<file path="config.mk">
export PLATFORM = sky130hd
export DESIGN_NAME = bcd_operand_loader_flat
export DESIGN_NICKNAME = d
export VERILOG_FILES = /design/src/rtl/bcd_operand_loader_if.sv /design/src/rtl/bcd_operand_loader.sv /design/src/flat_wrapper.sv
export SDC_FILE = /design/constraint.sdc
export NUM_CORES = 1
export LEC_CHECK = 0
export BUFFER_PORTS_ARGS = -buffer_cell sky130_fd_sc_hd__buf_2
export CAP_MARGIN = 40
export CORE_MARGIN = 4
export CORE_UTILIZATION = 52
export CTS_BUF_LIST = sky130_fd_sc_hd__clkbuf_4 sky130_fd_sc_hd__clkbuf_8 sky130_fd_sc_hd__clkbuf_16
export CTS_CLUSTER_SIZE = 24
export DETAILED_ROUTE_END_ITERATION = 6
export PLACE_DENSITY = 0.76
export SLEW_MARGIN = 5
export SYNTH_ARGS = -nofsm -noshare
export SYNTH_HDL_FRONTEND = slang
export SYNTH_SLANG_ARGS = --single-unit
</file>
<file path="constraint.sdc">
create_clock -name clk -period 3.2 [get_ports clk]
set_input_delay 0.8 -clock clk [delete_from_list [all_inputs] [get_ports clk]]
set_output_delay 0.8 -clock clk [all_outputs]
set_load 0.01 [all_outputs]
</file>
<file path="src/rtl/bcd_operand_loader_if.sv">
// Handshake and control bundle between the BCD operand loader and its neighbours.
// The slave modport is the loader's view; the master modport is the driver's view.
interface bcd_operand_loader_if #(
    parameter int DIGITS = 4
);
    logic [3:0]          digit_in;
    logic                digit_valid;
    logic                clear;
    logic                commit;
    logic                sweep_start;
    logic                out_ready;
    logic [4*DIGITS-1:0] bcd_out;
    logic                bcd_valid;
    logic                digit_err;
    logic [2:0]          count;
    logic                busy;
    logic                sweep_done;

    modport slave (
        input  digit_in, digit_valid, clear, commit, sweep_start, out_ready,
        output bcd_out, bcd_valid, digit_err, count, busy, sweep_done
    );

    modport master (
        output digit_in, digit_valid, clear, commit, sweep_start, out_ready,
        input  bcd_out, bcd_valid, digit_err, count, busy, sweep_done
    );
endinterface

</file>
<file path="src/rtl/bcd_operand_loader.sv">
// Builds a packed BCD operand from keypad digits or from a 0..all-nines sweep
// counter and offers it downstream over a valid/ready handshake.
module bcd_operand_loader #(
    parameter int DIGITS = 4
) (
    input logic                clk,
    input logic                reset_n,
    bcd_operand_loader_if.slave bus
);
    localparam int W = 4 * DIGITS;

    typedef enum logic [1:0] {IDLE, HOLD, SWEEP, DONE} state_t;

    state_t         state_reg, state_next;
    logic [W-1:0]   entry_reg, entry_next;
    logic [2:0]     count_reg, count_next;
    logic [W-1:0]   bcd_out_reg, bcd_out_next;
    logic           bcd_valid_reg, bcd_valid_next;
    logic           digit_err_reg, digit_err_next;
    logic           busy_reg, busy_next;
    logic           sweep_done_reg, sweep_done_next;

    logic [DIGITS-1:0] nine;
    logic [W-1:0]      bcd_inc;
    logic              all_nines;
    logic              transfer;

    // A digit receives the carry only when every lower digit is 9.
    for (genvar gi = 0; gi < DIGITS; gi++) begin : g_inc
        logic [3:0] d;
        logic       cin;
        assign d        = bcd_out_reg[4*gi +: 4];
        assign nine[gi] = (d == 4'd9);
        if (gi == 0) begin : g_lsd
            assign cin = 1'b1;
        end else begin : g_upper
            assign cin = &nine[gi-1:0];
        end
        assign bcd_inc[4*gi +: 4] = (cin && nine[gi]) ? 4'd0 : d + {3'b000, cin};
    end

    assign all_nines = &nine;
    assign transfer  = bcd_valid_reg && bus.out_ready;

    always_ff @(posedge clk) begin
        if (!reset_n) begin
            state_reg      <= IDLE;
            entry_reg      <= '0;
            count_reg      <= '0;
            bcd_out_reg    <= '0;
            bcd_valid_reg  <= 1'b0;
            digit_err_reg  <= 1'b0;
            busy_reg       <= 1'b0;
            sweep_done_reg <= 1'b0;
        end else begin
            state_reg      <= state_next;
            entry_reg      <= entry_next;
            count_reg      <= count_next;
            bcd_out_reg    <= bcd_out_next;
            bcd_valid_reg  <= bcd_valid_next;
            digit_err_reg  <= digit_err_next;
            busy_reg       <= busy_next;
            sweep_done_reg <= sweep_done_next;
        end
    end

    always_comb begin
        state_next      = state_reg;
        entry_next      = entry_reg;
        count_next      = count_reg;
        bcd_out_next    = bcd_out_reg;
        bcd_valid_next  = bcd_valid_reg;
        digit_err_next  = 1'b0;
        busy_next       = busy_reg;
        sweep_done_next = 1'b0;

        unique case (state_reg)
            IDLE: begin
                if (bus.clear) begin
                    entry_next = '0;
                    count_next = '0;
                end else if (bus.commit) begin
                    bcd_out_next   = entry_reg;
                    bcd_valid_next = 1'b1;
                    state_next     = HOLD;
                end else if (bus.sweep_start) begin
                    bcd_out_next   = '0;
                    bcd_valid_next = 1'b1;
                    busy_next      = 1'b1;
                    state_next     = SWEEP;
                end else if (bus.digit_valid) begin
                    if (bus.digit_in <= 4'd9) begin
                        entry_next = {entry_reg[W-5:0], bus.digit_in};
                        if (count_reg != 3'(DIGITS)) begin
                            count_next = count_reg + 3'd1;
                        end
                    end else begin
                        digit_err_next = 1'b1;
                    end
                end
            end
            HOLD: begin
                if (transfer) begin
                    bcd_valid_next = 1'b0;
                    entry_next     = '0;
                    count_next     = '0;
                    state_next     = IDLE;
                end
            end
            SWEEP: begin
                if (bus.clear) begin
                    bcd_valid_next = 1'b0;
                    busy_next      = 1'b0;
                    entry_next     = '0;
                    count_next     = '0;
                    state_next     = IDLE;
                end else if (transfer) begin
                    if (all_nines) begin
                        // Last value accepted: stop without wrapping to zero.
                        bcd_valid_next  = 1'b0;
                        busy_next       = 1'b0;
                        sweep_done_next = 1'b1;
                        state_next      = DONE;
                    end else begin
                        bcd_out_next = bcd_inc;
                    end
                end
            end
            DONE: begin
                state_next = IDLE;
            end
            default: state_next = IDLE;
        endcase
    end

    assign bus.bcd_out    = bcd_out_reg;
    assign bus.bcd_valid  = bcd_valid_reg;
    assign bus.digit_err  = digit_err_reg;
    assign bus.count      = count_reg;
    assign bus.busy       = busy_reg;
    assign bus.sweep_done = sweep_done_reg;
endmodule
</file>
<file path="src/flat_wrapper.sv">
// flat-port wrapper written by rule: the top's interface ports become plain ports
module bcd_operand_loader_flat 
#(
    parameter int DIGITS = 4
)
  (clk, reset_n, bus_digit_in, bus_digit_valid, bus_clear, bus_commit, bus_sweep_start, bus_out_ready, bus_bcd_out, bus_bcd_valid, bus_digit_err, bus_count, bus_busy, bus_sweep_done);
  bcd_operand_loader_if #(.DIGITS(DIGITS)) bus_i ();
  input logic clk;
  input logic reset_n;
  input wire logic [$bits(bus_i.digit_in)-1:0] bus_digit_in;
  input wire logic [$bits(bus_i.digit_valid)-1:0] bus_digit_valid;
  input wire logic [$bits(bus_i.clear)-1:0] bus_clear;
  input wire logic [$bits(bus_i.commit)-1:0] bus_commit;
  input wire logic [$bits(bus_i.sweep_start)-1:0] bus_sweep_start;
  input wire logic [$bits(bus_i.out_ready)-1:0] bus_out_ready;
  output wire logic [$bits(bus_i.bcd_out)-1:0] bus_bcd_out;
  output wire logic [$bits(bus_i.bcd_valid)-1:0] bus_bcd_valid;
  output wire logic [$bits(bus_i.digit_err)-1:0] bus_digit_err;
  output wire logic [$bits(bus_i.count)-1:0] bus_count;
  output wire logic [$bits(bus_i.busy)-1:0] bus_busy;
  output wire logic [$bits(bus_i.sweep_done)-1:0] bus_sweep_done;
  assign bus_i.digit_in = bus_digit_in;
  assign bus_i.digit_valid = bus_digit_valid;
  assign bus_i.clear = bus_clear;
  assign bus_i.commit = bus_commit;
  assign bus_i.sweep_start = bus_sweep_start;
  assign bus_i.out_ready = bus_out_ready;
  assign bus_bcd_out = bus_i.bcd_out;
  assign bus_bcd_valid = bus_i.bcd_valid;
  assign bus_digit_err = bus_i.digit_err;
  assign bus_count = bus_i.count;
  assign bus_busy = bus_i.busy;
  assign bus_sweep_done = bus_i.sweep_done;
  bcd_operand_loader #(.DIGITS(DIGITS)) u_core (.clk(clk), .reset_n(reset_n), .bus(bus_i));
endmodule
</file>
# After elaboration in Yosys (flattened, before gate mapping)
# Cells that the tools add are included.
# word_totals
in_bits,11
regBits,41
out_inout_bits,23
elab_cells,110
# classes
mux,49
n_bitwise,5
n_eq_ne,24
n_addsub,5
reduce_logical,18
magnitude_cmp,1
# ops
cell,n
$mux W16,13
$pmux W16 S3,1
$pmux W16 S2,1
$mux W3,8
$reduce_and A6 Y1,3
$eq A4 B4 Y1 const B,4
$mux W4,4
$ne A3 B3 Y1 const B,5
$mux W2,7
$add A4 B1 Y4,3
$ne A2 B2 Y1 const B,6
$ne A3 B2 Y1 const B,4
$mux W1,11
$pmux W3 S3,1
$pmux W2 S4,1
$reduce_and A8 Y1,1
$reduce_and A7 Y1,1
$reduce_or A6 Y1,1
$not A1 Y1,5
$reduce_and A5 Y1,1
$add A4 B1 Y4 const B,1
$eq A2 B2 Y1 const B,2
$le A4 B4 Y1 const B,1
$logic_and A1 B1 Y1,4
other kinds (12),13

# Logic depth before layout (Yosys ltp)
# logic_depth
ltp_word,8
mapped_depth,10
ltp_nobuf,8

# Worst setup path after synthesis
# OpenSTA, ideal clock, no wires.
# synth_timing
path_kind,input-to-reg
from,input bus_commit
to,register u_core.entry_reg[10]
arrival_time_ns,1.921
required_ns,3.068
slack_ns,1.147
path_stages,7
setup_ns,0.132
path_buffers,2
cell_sequence,nor2_1 -> a31oi_1 -> or3b_1 -> buf_2 -> buf_2 -> nand2_1 -> a21oi_1
# synth_between
elab_chain_len,2
# synth_lines
item,line,text
from (decl),flat_wrapper.sv:13,input wire logic [$bits(bus_i.commit)-1:0] bus_commit;
$ne A3 B3 Y1 (no source line),--,
$reduce_and A7 Y1 (no source line),--,
to (signal assigned),bcd_operand_loader.sv:57,entry_reg <= entry_next;
to (decl),bcd_operand_loader.sv:15,"logic [W-1:0] entry_reg, entry_next;"
# Every way passes these cells.
# A chain may end at the register's enable or synchronous reset.

# Worst setup path in the final report
# layout_timing
from,input bus_commit
to,register u_core.entry_reg[15]
# The elaborated chain is that of the path after synthesis.

==> summary.txt <==
Drt
  – DRC viols: 0
  – Iteration-0 DRC Markers: 149
  – Drt pass-1 iters: 4
  – WL/cell: 14.9 um
  – M1 WL: 2330 um
  – DR WL met3: 324 um
  – Routed met2 length: 2310 um
  – Top sig layer: met4
  – Vias per cell: 5.93
  – Antenna Nets Post-Route: 0
  – Via count: 2011
  – Total Routed Length: 5060 um

CTS
  – CTS Buf Count: 5
  – Cts repair resizes: 0
  – H-tree levels: 2
  – Postcts setup bufs: 0
  – Clock transition at path regs: 0.08 ns
  – Skew-Pair Late Insertion Delay: 0.30 ns
  – CTS Sinks: 41
  – CTS hold repair buffers: 0
  – Clk buf depth: 2
  – CTS tree: yes
  – CTS Root Buffer Type: clkbuf_8

Timing
  – Final setup fails: 0
  – Hold Fails Final Rpt: 0
  – Post-route setup TNS: 0 ns
  – RSZ-0062 raised after global routing: no
  – Hold slack final: 0.465 ns
  – Slew margin rel.: 56.9%
  – Period utilisation layout: 72.4%
  – F_max: 0.431 GHz
  – Pins Over Slew Limit: 0
  – Actual slew at the worst max-slew pin: 0.644 ns
  – Skew final: 0.00152 ns
  – Crit path time final: 2.32 ns

Cells and area
  – Layout cells sized above 1: 19.4%
  – Fin util: 61.8%
  – Final Cell Area: 2510 um^2
  – # diodes: 0
  – Final net count: 311
  – Area delta synth->final: 12.6%

Hold path
  – Worst hold path depth: 2
  – Tightest Hold Check Type: reg -> reg
  – Hold EP: u_core.entry_reg[15]$_SDFFE_PN0P_
  – Hold_sp: u_core.entry_reg[15]$_SDFFE_PN0P_

GRT
  – Largest net degree at the start of global routing: 33
  – Initial antenna violation count: 0
  – Tot GR Track Use: 20.0%
  – GRT overflow: 0
  – Global-route wire length before repair: 8450 um
  – Vias in the first global route: 1801

Power
  – Reg power frac: 35.2%
  – P_int: 1.15 mW
  – Max VDD drop: 0.000339 V
  – Comb pwr share: 46.1%
  – Net Sw Power: 0.861 mW
  – Static leakage: 1.02 nW
  – Cell Pwr Density: 804 nW/um^2
  – Sw Share: 42.7%
  – Clock power share: 18.7%

Critical path
  – Worst setup EP type: flip-flop
  – CP max-delay cell: nor3b_2
  – Critical R2R Launch: u_core.state_reg[0]$_SDFFE_PN0P_
  – Critical path class: in -> reg
  – FF-to-FF setup slack: 0.92 ns
  – R2R depth: 7
  – CP Max Fanout: 14
  – Critical path launch point type: input pin
  – CP max stage delay: 0.58 ns
  – Arr. time, crit path: 2.55 ns
  – R2r endpoint: u_core.entry_reg[15]$_SDFFE_PN0P_
  – Crit-path cells: buf_2 > nor2_1 > a31oi_1 > nor3b_2 > buf_4 > nand3_1 > a21oi_1
  – CP Data Required Time: 3.43 ns

Placement
  – Dpl hpwl: 3610 um
  – Placed instance area: 2400 um^2
  – GP Congestion: 0.838
  – Port Buffers: 33

Floorplanning
  – FP Rows: 23
  – Die ar.: 5390 um^2
  – DIE WIDTH: 73.4 um
  – Initial Util: 54.9%
  – Die H: 73.4 um
  – IO Count: 34
  – Core area: 4060 um^2

Synth
  – Post-synth cell types: 48
  – Synth Instances: 264
  – Synth Cell Area: 2230 um^2
  – Post-Syn Nets: 287
  – Number of synthesized flops with an enable pin: 0
  – Seq/Total Area, Yosys: 36.9%
  – Synthesized area per cell: 8.43 um^2
  – Commonest register cell after synthesis: dfxtp_1
  – Warnings from Yosys: 0
  – #FFs+latches synth: 41
  – Ys async rst share: 0%

Outcome
  – Outcome: completed

Flow run
  – Max-cap violation count: 0
worst max-delay path by stage:
stage / from / slack, ns / to
2_1_floorplan: bus_commit / 1.15 / u_core.entry_reg[10]$_SDFFE_PN0P_
3_3_place_gp: bus_commit / 0.64 / u_core.entry_reg[4]$_SDFFE_PN0P_
3_5_place_dp: bus_commit / 0.62 / u_core.entry_reg[6]$_SDFFE_PN0P_
4_1_cts: u_core.state_reg[0]$_SDFFE_PN0P_ / 0.89 / u_core.entry_reg[4]$_SDFFE_PN0P_
5_1_grt: u_core.state_reg[0]$_SDFFE_PN0P_ / 0.64 / u_core.entry_reg[0]$_SDFFE_PN0P_
6_report: bus_commit / 0.88 / u_core.entry_reg[15]$_SDFFE_PN0P_
cells in the mapped netlist (2+ instances only):
| library cell | n | area [um^2] |
|---|---|---|
| a211oi_1 | 9 | 67.6 |
| a21o_1 | 2 | 15.0 |
| a21oi_1 | 29 | 145 |
| a221oi_2 | 3 | 45.0 |
| a22oi_1 | 7 | 52.6 |
| a311oi_1 | 2 | 17.5 |
| a31oi_1 | 6 | 37.5 |
| and3_1 | 5 | 31.3 |
| and4bb_2 | 3 | 37.5 |
| buf_2 | 5 | 25.0 |
| buf_6 | 2 | 22.5 |
| clkbuf_1 | 11 | 41.3 |
| dfxtp_1 | 41 | 821 |
| ha_1 | 12 | 150 |
| inv_1 | 10 | 37.5 |
| mux2i_1 | 2 | 20.0 |
| nand2_1 | 30 | 113 |
| nand2b_1 | 2 | 12.5 |
| nand3_1 | 23 | 115 |
| nor2_1 | 11 | 41.3 |
| nor2b_1 | 4 | 25.0 |
| nor3_1 | 2 | 10.0 |
| o21a_1 | 3 | 22.5 |
| o21ai_0 | 13 | 65.1 |
| xnor2_1 | 4 | 35.0 |
cell families (layout without fill, tap and decap cells):
group,count (synthesis),count (layout),synth area share [%]
mux,2,2,0.899
flops,41,41,36.9
compound gates,83,83,25.1
simple gates,92,92,22.4
buf+inv,29,54,6.01
fa+ha+maj,12,12,6.75
xor+xnor,5,5,1.97
power by group through the flow:
stage               logic, mW  clock network (mW)  registers (mW)
floorplan               0.711                   0           0.727
global placement        0.911                   0           0.717
detailed placement      0.924                   0           0.720
CTS                     0.932               0.384           0.707
global route             1.04               0.409           0.728
finish                  0.930               0.376           0.709
per-layer routing:
| metal | vias up | track usage [%] |
|---|---|---|
| met5 | - | 0 |
| met4 | 0 | 6.44 |
| met3 | 13 | 6.70 |
| met2 | 55 | 29.9 |
| met1 | 936 | 27.0 |
| li1 | 1007 | - |
stage by stage:
step                      total power [mW]  worst slack [ns]  instances
after floorplan                       1.44              1.15        264
after global placement                1.63             0.638        330
after detailed placement              1.64             0.620        331
after CTS                             2.02             0.890        339
after global routing                  2.18             0.642        339
final                                 2.01             0.882        339
area by class of cell:
class / count / area (um^2)
clock inverters: 1 / 5.00
well taps: 50 / 62.6
multi-input cells: 194 / 1280
inverters: 10 / 37.5
fillers: 345 / 1550
clock buffers: 7 / 96.3
flip-flops and latches: 41 / 821
repair buffers: 36 / 208
critical path: cells and delay by family:
family          cells  cell delay [ns]
compound gates      2             0.31
simple gates        3             0.97
buf+inv             2             0.45
cells in the final DEF, fill, tap and decap left out, types with 2 or more instances in the layout:
master and count:
a211oi_1 9, a21o_1 2, a21oi_1 29, a221oi_2 3, a22oi_1 7, a311oi_1 2
a31oi_1 6, and3_1 5, and4bb_2 3, buf_2 33, buf_4 2, clkbuf_8 7
dfxtp_1 41, ha_1 12, inv_1 10, mux2i_1 2, nand2_1 30, nand2b_1 2
nand3_1 23, nor2_1 11, nor2b_1 4, nor3_1 2, o21a_1 3, o21ai_0 13
xnor2_1 4
Note: power is estimated with default switching activity, not from simulation.
